File: src/rtl/imem_loader_pkg.sv
// -----------------------------------------------------------------------------
// imem_loader_pkg
// Shared types and constants for the instruction-memory loader.
//   loader_state_t     : loader FSM encoding (LD_CSUM is always declared but is
//                        only reachable when LOADER_CSUM_EN is defined)
//   LOADER_COUNT_BYTES : length of the little-endian word-count header
//   PACK_CNT_W         : width of the byte packer's byte counter
//   is_loading()       : true in the states that accept stream bytes
// -----------------------------------------------------------------------------
package imem_loader_pkg;

   typedef enum logic [2:0] {
      LD_LEN,
      LD_DATA,
      LD_CSUM,
      LD_DONE,
      LD_ERROR
   } loader_state_t;

   localparam int LOADER_COUNT_BYTES = 4;
   localparam int PACK_CNT_W         = 8;

   function automatic logic is_loading(input loader_state_t s);
      return (s == LD_LEN) || (s == LD_DATA) || (s == LD_CSUM);
   endfunction

endpackage

File: src/rtl/imem_loader_if.sv
// -----------------------------------------------------------------------------
// imem_loader_if
// Bundles the loader's control pulse, byte stream and imem write port.
//   start                    : 1-cycle re-arm pulse from DONE/ERROR
//   in_valid/in_data/in_ready: byte stream. A byte moves on a rising clock edge
//                              where in_valid and in_ready are both high; the
//                              source holds in_data stable while in_valid is
//                              high and ready is low.
//   wr_en/wr_addr/wr_data    : imem write port, one strobe per packed word
//   cpu_hold/done/error      : core hold and load status
// Modports: master = loader side, slave = stream source / memory / core side.
// -----------------------------------------------------------------------------
interface imem_loader_if #(
   parameter int Width     = 32,
   parameter int AddrWidth = 32
);
   logic                 start;
   logic                 in_valid;
   logic [7:0]           in_data;
   logic                 in_ready;
   logic                 wr_en;
   logic [AddrWidth-1:0] wr_addr;
   logic [Width-1:0]     wr_data;
   logic                 cpu_hold;
   logic                 done;
   logic                 error;

   modport master (
      input  start, in_valid, in_data,
      output in_ready, wr_en, wr_addr, wr_data, cpu_hold, done, error
   );

   modport slave (
      output start, in_valid, in_data,
      input  in_ready, wr_en, wr_addr, wr_data, cpu_hold, done, error
   );
endinterface

File: src/rtl/imem_loader_byte_packer.sv
// -----------------------------------------------------------------------------
// imem_loader_byte_packer
// Assembles accepted stream bytes little-endian (first byte -> [7:0]).
//   clk, reset   : clock, asynchronous active-low reset
//   clear        : drop any partial word and restart at byte 0
//   in_fire      : a byte is accepted this cycle
//   in_data      : the accepted byte
//   last_idx     : index of the final byte of the current unit (count or word)
//   word_o       : packed value including the byte on in_data this cycle
//   word_ready_o : pulses with in_fire on the final byte of a unit
// Width must be at least 32 so the word-count header fits.
// -----------------------------------------------------------------------------
module imem_loader_byte_packer
   import imem_loader_pkg::*;
#(
   parameter int Width = 32
) (
   input  logic                  clk,
   input  logic                  reset,
   input  logic                  clear,
   input  logic                  in_fire,
   input  logic [7:0]            in_data,
   input  logic [PACK_CNT_W-1:0] last_idx,
   output logic [Width-1:0]      word_o,
   output logic                  word_ready_o
);

   logic [Width-1:0]      buf_q, buf_d;
   logic [PACK_CNT_W-1:0] cnt_q, cnt_d;

   always_comb begin
      // Merge the incoming byte so the full word is visible on the final byte.
      word_o = buf_q;
      word_o[{cnt_q, 3'b000} +: 8] = in_data;
      word_ready_o = in_fire && (cnt_q == last_idx);

      buf_d = buf_q;
      cnt_d = cnt_q;
      if (clear) begin
         buf_d = '0;
         cnt_d = '0;
      end else if (in_fire) begin
         if (word_ready_o) begin
            buf_d = '0;
            cnt_d = '0;
         end else begin
            buf_d = word_o;
            cnt_d = cnt_q + PACK_CNT_W'(1);
         end
      end
   end

   always_ff @(posedge clk or negedge reset) begin
      if (!reset) begin
         buf_q <= '0;
         cnt_q <= '0;
      end else begin
         buf_q <= buf_d;
         cnt_q <= cnt_d;
      end
   end

endmodule

File: src/rtl/imem_loader.sv
// -----------------------------------------------------------------------------
// imem_loader
// Receives a program image as a byte stream (4-byte LE word count N, then N
// LE words), writes each word to instruction memory at BaseAddr + 4*index and
// holds the core until the image is complete.
//   clk       : clock, all state on the rising edge
//   reset     : asynchronous, active-low reset
//   bus       : imem_loader_if.master (start, byte stream, write port, status)
//   dbg_state : current FSM state
// Optional feature: define LOADER_CSUM_EN to expect one trailing byte equal to
// the XOR of all preceding bytes (count included); a mismatch ends in ERROR,
// words already written stay written.
// -----------------------------------------------------------------------------
module imem_loader
   import imem_loader_pkg::*;
#(
   parameter int                   Width     = 32,
   parameter int                   AddrWidth = 32,
   parameter logic [AddrWidth-1:0] BaseAddr  = '0,
   parameter int                   MaxWords  = 1024
) (
   input  logic          clk,
   input  logic          reset,
   imem_loader_if.master bus,
   output loader_state_t dbg_state
);

   localparam logic [PACK_CNT_W-1:0] COUNT_LAST = PACK_CNT_W'(LOADER_COUNT_BYTES - 1);
   localparam logic [PACK_CNT_W-1:0] WORD_LAST  = PACK_CNT_W'(Width / 8 - 1);

`ifdef LOADER_CSUM_EN
   localparam loader_state_t END_ST = LD_CSUM;
`else
   localparam loader_state_t END_ST = LD_DONE;
`endif

   loader_state_t        state_q, state_d;
   logic [31:0]          count_q, count_d;
   logic [31:0]          word_idx_q, word_idx_d;
   logic                 wr_en_q, wr_en_d;
   logic [AddrWidth-1:0] wr_addr_q, wr_addr_d;
   logic [Width-1:0]     wr_data_q, wr_data_d;
   logic                 in_ready_q, in_ready_d;
   logic                 done_q, done_d;
   logic                 error_q, error_d;
   logic                 cpu_hold_q, cpu_hold_d;
`ifdef LOADER_CSUM_EN
   logic [7:0]           csum_q, csum_d;
`endif

   logic                  fire;
   logic                  pk_clear;
   logic [PACK_CNT_W-1:0] pk_last;
   logic [Width-1:0]      pk_word;
   logic                  pk_ready;

   assign fire     = bus.in_valid & in_ready_q;
   assign pk_clear = !(state_q == LD_LEN || state_q == LD_DATA);
   assign pk_last  = (state_q == LD_LEN) ? COUNT_LAST : WORD_LAST;

   imem_loader_byte_packer #(.Width(Width)) u_packer (
      .clk          (clk),
      .reset        (reset),
      .clear        (pk_clear),
      .in_fire      (fire),
      .in_data      (bus.in_data),
      .last_idx     (pk_last),
      .word_o       (pk_word),
      .word_ready_o (pk_ready)
   );

   always_comb begin
      state_d    = state_q;
      count_d    = count_q;
      word_idx_d = word_idx_q;
      wr_en_d    = 1'b0;
      wr_addr_d  = wr_addr_q;
      wr_data_d  = wr_data_q;
`ifdef LOADER_CSUM_EN
      csum_d     = fire ? (csum_q ^ bus.in_data) : csum_q;
`endif

      case (state_q)
         LD_LEN: begin
            if (pk_ready) begin
               count_d    = pk_word[31:0];
               word_idx_d = '0;
               if (pk_word[31:0] == '0)
                  state_d = END_ST;
               else if (pk_word[31:0] > 32'(MaxWords))
                  state_d = LD_ERROR;
               else
                  state_d = LD_DATA;
            end
         end
         LD_DATA: begin
            if (pk_ready) begin
               wr_en_d    = 1'b1;
               wr_addr_d  = BaseAddr + (AddrWidth'(word_idx_q) << 2);
               wr_data_d  = pk_word;
               word_idx_d = word_idx_q + 32'd1;
               if (word_idx_d == count_q)
                  state_d = END_ST;
            end
         end
`ifdef LOADER_CSUM_EN
         LD_CSUM: begin
            if (fire)
               state_d = (bus.in_data == csum_q) ? LD_DONE : LD_ERROR;
         end
`endif
         LD_DONE, LD_ERROR: begin
            if (bus.start) begin
               state_d    = LD_LEN;
               count_d    = '0;
               word_idx_d = '0;
`ifdef LOADER_CSUM_EN
               csum_d     = '0;
`endif
            end
         end
         default: state_d = LD_ERROR;
      endcase

      // Status follows the next state so in_ready drops on the edge that ends
      // the stream. done waits until the final write strobe has gone, so the
      // core is never released in the same cycle as the last imem write.
      in_ready_d = is_loading(state_d);
      done_d     = (state_d == LD_DONE) && !wr_en_d;
      error_d    = (state_d == LD_ERROR);
      cpu_hold_d = !done_d;
   end

   always_ff @(posedge clk or negedge reset) begin
      if (!reset) begin
         state_q    <= LD_LEN;
         count_q    <= '0;
         word_idx_q <= '0;
         wr_en_q    <= 1'b0;
         wr_addr_q  <= BaseAddr;
         wr_data_q  <= '0;
         in_ready_q <= 1'b0;
         done_q     <= 1'b0;
         error_q    <= 1'b0;
         cpu_hold_q <= 1'b1;
`ifdef LOADER_CSUM_EN
         csum_q     <= '0;
`endif
      end else begin
         state_q    <= state_d;
         count_q    <= count_d;
         word_idx_q <= word_idx_d;
         wr_en_q    <= wr_en_d;
         wr_addr_q  <= wr_addr_d;
         wr_data_q  <= wr_data_d;
         in_ready_q <= in_ready_d;
         done_q     <= done_d;
         error_q    <= error_d;
         cpu_hold_q <= cpu_hold_d;
`ifdef LOADER_CSUM_EN
         csum_q     <= csum_d;
`endif
      end
   end

   assign bus.in_ready = in_ready_q;
   assign bus.wr_en    = wr_en_q;
   assign bus.wr_addr  = wr_addr_q;
   assign bus.wr_data  = wr_data_q;
   assign bus.cpu_hold = cpu_hold_q;
   assign bus.done     = done_q;
   assign bus.error    = error_q;
   assign dbg_state    = state_q;

endmodule

File: src/flat_wrapper.sv
// flat-port wrapper written by rule: the top's interface ports become plain ports
module imem_loader_flat import imem_loader_pkg::*;
#(
   parameter int                   Width     = 32,
   parameter int                   AddrWidth = 32,
   parameter logic [AddrWidth-1:0] BaseAddr  = '0,
   parameter int                   MaxWords  = 1024
)
  (clk, reset, dbg_state, bus_start, bus_in_valid, bus_in_data, bus_in_ready, bus_wr_en, bus_wr_addr, bus_wr_data, bus_cpu_hold, bus_done, bus_error);
  imem_loader_if #(.Width(Width), .AddrWidth(AddrWidth)) bus_i ();
  input  logic clk;
  input  logic reset;
  output loader_state_t dbg_state;
  input wire logic [$bits(bus_i.start)-1:0] bus_start;
  input wire logic [$bits(bus_i.in_valid)-1:0] bus_in_valid;
  input wire logic [$bits(bus_i.in_data)-1:0] bus_in_data;
  output wire logic [$bits(bus_i.in_ready)-1:0] bus_in_ready;
  output wire logic [$bits(bus_i.wr_en)-1:0] bus_wr_en;
  output wire logic [$bits(bus_i.wr_addr)-1:0] bus_wr_addr;
  output wire logic [$bits(bus_i.wr_data)-1:0] bus_wr_data;
  output wire logic [$bits(bus_i.cpu_hold)-1:0] bus_cpu_hold;
  output wire logic [$bits(bus_i.done)-1:0] bus_done;
  output wire logic [$bits(bus_i.error)-1:0] bus_error;
  assign bus_i.start = bus_start;
  assign bus_i.in_valid = bus_in_valid;
  assign bus_i.in_data = bus_in_data;
  assign bus_in_ready = bus_i.in_ready;
  assign bus_wr_en = bus_i.wr_en;
  assign bus_wr_addr = bus_i.wr_addr;
  assign bus_wr_data = bus_i.wr_data;
  assign bus_cpu_hold = bus_i.cpu_hold;
  assign bus_done = bus_i.done;
  assign bus_error = bus_i.error;
  imem_loader #(.Width(Width), .AddrWidth(AddrWidth), .BaseAddr(BaseAddr), .MaxWords(MaxWords)) u_core (.clk(clk), .reset(reset), .bus(bus_i), .dbg_state(dbg_state));
endmodule
File: config.mk
export PLATFORM = sky130hd
export DESIGN_NAME = imem_loader_flat
export DESIGN_NICKNAME = d
export VERILOG_FILES = /design/src/rtl/imem_loader_pkg.sv /design/src/rtl/imem_loader_if.sv /design/src/rtl/imem_loader_byte_packer.sv /design/src/rtl/imem_loader.sv /design/src/flat_wrapper.sv
export SDC_FILE = /design/constraint.sdc
export NUM_CORES = 1
export LEC_CHECK = 0
export CAP_MARGIN = 10
export CORE_MARGIN = 3
export CORE_UTILIZATION = 45
export DETAILED_ROUTE_END_ITERATION = 7
export PLACE_DENSITY = 0.64
export SLEW_MARGIN = 5
export SYNTH_ARGS = -nofsm -noshare
export SYNTH_HDL_FRONTEND = slang
export SYNTH_SLANG_ARGS = --single-unit
export TNS_END_PERCENT = 20
File: constraint.sdc
create_clock -name clk -period 3.9 [get_ports clk]
set_clock_uncertainty 0.2 [all_clocks]
set_input_delay 0.39 -clock clk [delete_from_list [all_inputs] [get_ports clk]]
set_output_delay 0.39 -clock clk [all_outputs]
set_load 0.1 [all_outputs]
==> results.md <==
- Fmax: a little under 0.3 GHz
- Die Ht: 146 um
- First drt pass iteration count: 5
- Post-synth EDFFs: 0
- Clock sinks: 174
- Worst Path Required: 4.03 ns
- Peak VDD IR: 370 uV
- Post-synthesis compound-gate area fraction: ~16%
- Crit Path Category: reg -> reg
- Via count: 7485
- Fin crit period: 3.38 ns
- Synth cell types: 74
- Number of global-route vias before repair: 7217
- Drt wl/cell: 18.4 um
- # Max-Cap Violations: 0
- RSZ-0062 raised after global routing: no
- Iteration-0 DRC Markers: 693
- Power share of the clock group: approximately a quarter
- TritonCTS clock tree: done
- Clock latency at the later pin of the worst-skew pair: 0.44 ns
- DRT antenna net count: 0
- Starting Density: 46.6%
- CP Capture Type: flop
- Post-DP Area: between 0.009 and 0.01 mm2
- Final WL: 24500 um
- # DRC: 0
- Total GRT Usage: 23.3%
- Filler instances: between 1500 and 2000
- Xor and xnor area share after synthesis: under 10%
- Dpl hpwl: 17400 um
- Final instance area: around 0.011 mm2
- Flops & latches, synth: 174
- Ys async rst share: between 90% and 100%
- Comb power frac: 37.2%
- Synth top cells by count: 211 x nand2_1, 173 x dfrtp_1, 151 x o21ai_0
- Gr ovfl total: 0
- Post-synth top area cell: dfrtp_1
- Final setup viols: 0
- Vias/cell: 5.62
- Net Sw Frac: 40.7%
- Leading register cell type out of synthesis: dfrtp_1
- Mapped cell area: 0.00887 mm2
- Area grow syn2layout: 19.0%
- PortBufs: between 80 and 90
- Synthesis Warnings: 0
- Die Width: 146 um
- Synth Instances: about 1000
- Final worst setup slack: 0.522 ns
- Pin count of the biggest net entering global routing: 101
- Top area cells in the synthesized netlist: dfrtp_1 49%, nand2_1 8.9%, o21ai_0 8.5%
- Die area: between 0.02 and 0.025 mm2
- Area share of fa/ha/maj cells after synthesis: less than 1%
- Post-cts sizing count: 0
- Cell Int Power: 3.82 mW
- Reg clk slew, reported paths: around 0.07 ns
- Simple-gate share of the synthesized area: 22.9%
- CORE AREA: 0.0190 mm2
- Most common cell in the netlist: nand2_1
- Power Dens Cells: just over 600 mW/mm2
- Sw power: 2.63 mW
- Pre-CTS setup slack: 0.563 ns
- First-pass GRT wire length: around 40000 um
- Final hold vios: 0
- Sequential Power Share: 36.2%
- Design Power: 6.45 mW
- Top-area cell type share of the netlist area: between 40% and 50%
- Mux contribution to synthesized area: 3.91%
- CP arrival: 3.51 ns
- Status: finished, final reports clean
- Fraction of layout cells with a size suffix above 1: about 7.5%
- # IOs: 84
- Fin util: 55.5%
- Syn avg cell area: 8.90 um2
- Num CTS Buffers: 17
- Cell Rows: 50
- Largest family of logic cells by synthesized area: simple AND/OR/NAND/NOR gates
- Root buf cell: clkbuf_16
- Max-slew violations: 0
- Slew @ Worst Pin: 0.993 ns
- ANT cells: 0
- Fin nets: 1075
- Setup TNS Final: 0 ns
- Worst slew margin: 33.6%
- Crit start category: flop
- H-tree depth: 4
- Gpl congestion: 0.955
- Critical-path maximum fanout: 8
- Initial antenna violation count: 0
- Register area share after synthesis: 49.1%
- Tcrit/Tclk final: between 80% and 90%
- Leak: 4.55 nW
- CTS Buffer Depth: 2
- Worst min path class: reg -> reg
==> power groups by stage <==
stage               Sequential [mW]  Combinational, mW  Clock, mW
floorplan                      2.56               1.43          0
global placement               2.35               2.37          0
detailed placement             2.36               2.38          0
CTS                            2.33               2.40       1.75
global route                   2.37               2.62       1.82
finish                         2.33               2.40       1.72
==> routing by layer <==
metal / track usage, % / part of all wire [%]
met5: 0 / 0
met4: 6.63 / 1.9
met2: 36.2 / 46
met3: 3.85 / 5.1
met1: 33.9 / 47
==> worst max-delay path, stage by stage, from the launching register on <==
cell     delay [ns]
dfrtp_1        0.46
ha_1           0.32
nand3_1        0.19
or4_1          0.70
xnor2_1        0.19
or4_1          0.50
nor4_1         0.24
nand4_1        0.16
o21ai_2        0.17
o21ba_1        0.15
==> stage by stage <==
stage / hold slack, ns / instances
after floorplan: -0.106 / 998
after global placement: 0.258 / 1300
after detailed placement: 0.262 / 1300
after CTS: 0.278 / 1333
after global routing: 0.298 / 1333
final: 0.270 / 1333
==> layout make-up <==
type	count	area [um2]	area share, %
multi-input combinational	750	4220	40.0
inverter	10	37.5	0.356
timing repair buffer	107	1020	9.69
clock buffer	21	470	4.46
clock inverter	11	124	1.17
sequential	174	4360	41.3
tap	260	325	3.08
==> cells by family after synthesis <==
| logic type | after synthesis |
|---|---|
| simple gates | 427 |
| mux | 34 |
| xor+xnor | 47 |
| other cells | 1 |
| buf+inv | 74 |
| compound gates | 237 |
| flops | 174 |
| fa+ha+maj | 3 |
==> path summary, 6_finish.rpt <==
| kind | start | end | slack [ns] | cells after the start |
|---|---|---|---|---|
| worst min register to register | u_core.bus.wr_addr[16] | u_core.bus.wr_addr[16] | 0.27 | 2 |
| worst max-delay path | u_core.word_idx_q[0] | u_core.bus.in_ready | 0.52 | 9 |
| min in group asynchronous | reset | u_core.bus.wr_addr[11] | 0.41 | 2 |
| max in group asynchronous | reset | u_core.count_q[26] | 2.19 | 3 |
| worst max register to register | u_core.word_idx_q[0] | u_core.bus.in_ready | 0.52 | 9 |
| worst min-delay path | u_core.bus.wr_addr[16] | u_core.bus.wr_addr[16] | 0.27 | 2 |
==> cells in the final DEF, fill, tap and decap left out, types with 8 or more instances in the layout <==
master,n
and3_1,12
nor4_1,14
xnor2_1,30
dfrtp_1,173
a21oi_1,23
clkbuf_16,17
buf_4,24
nand4_1,12
clkdlybuf4s50_1,80
nand2_1,211
nor2_1,53
a22o_1,9
or4_1,11
nand3_1,36
o31ai_1,10
inv_1,9
mux2i_1,29
nor3_1,16
and2_1,11
o21ai_0,151
nor2b_1,8
xor2_1,17
==> sequential cells by signal, indices dropped and copies added, names as in the netlist <==
name                   flops
u_core.bus.cpu_hold        1
u_core.bus.wr_en           1
u_core.word_idx_q         32
u_core.bus.wr_data        32
u_core.count_q            32
u_core.u_packer.cnt_q      8
u_core.bus.error           1
u_core.dbg_state           3
u_core.u_packer.buf_q     32
u_core.bus.done            1
u_core.bus.wr_addr        30
u_core.bus.in_ready        1
==> timing repair <==
item / CTS / global route
endpoints found under the hold margin: 92 / 0
buffers inserted: 0 / 0
hold buffers: 1 / 0
Note: power is estimated with default switching activity, not from simulation.
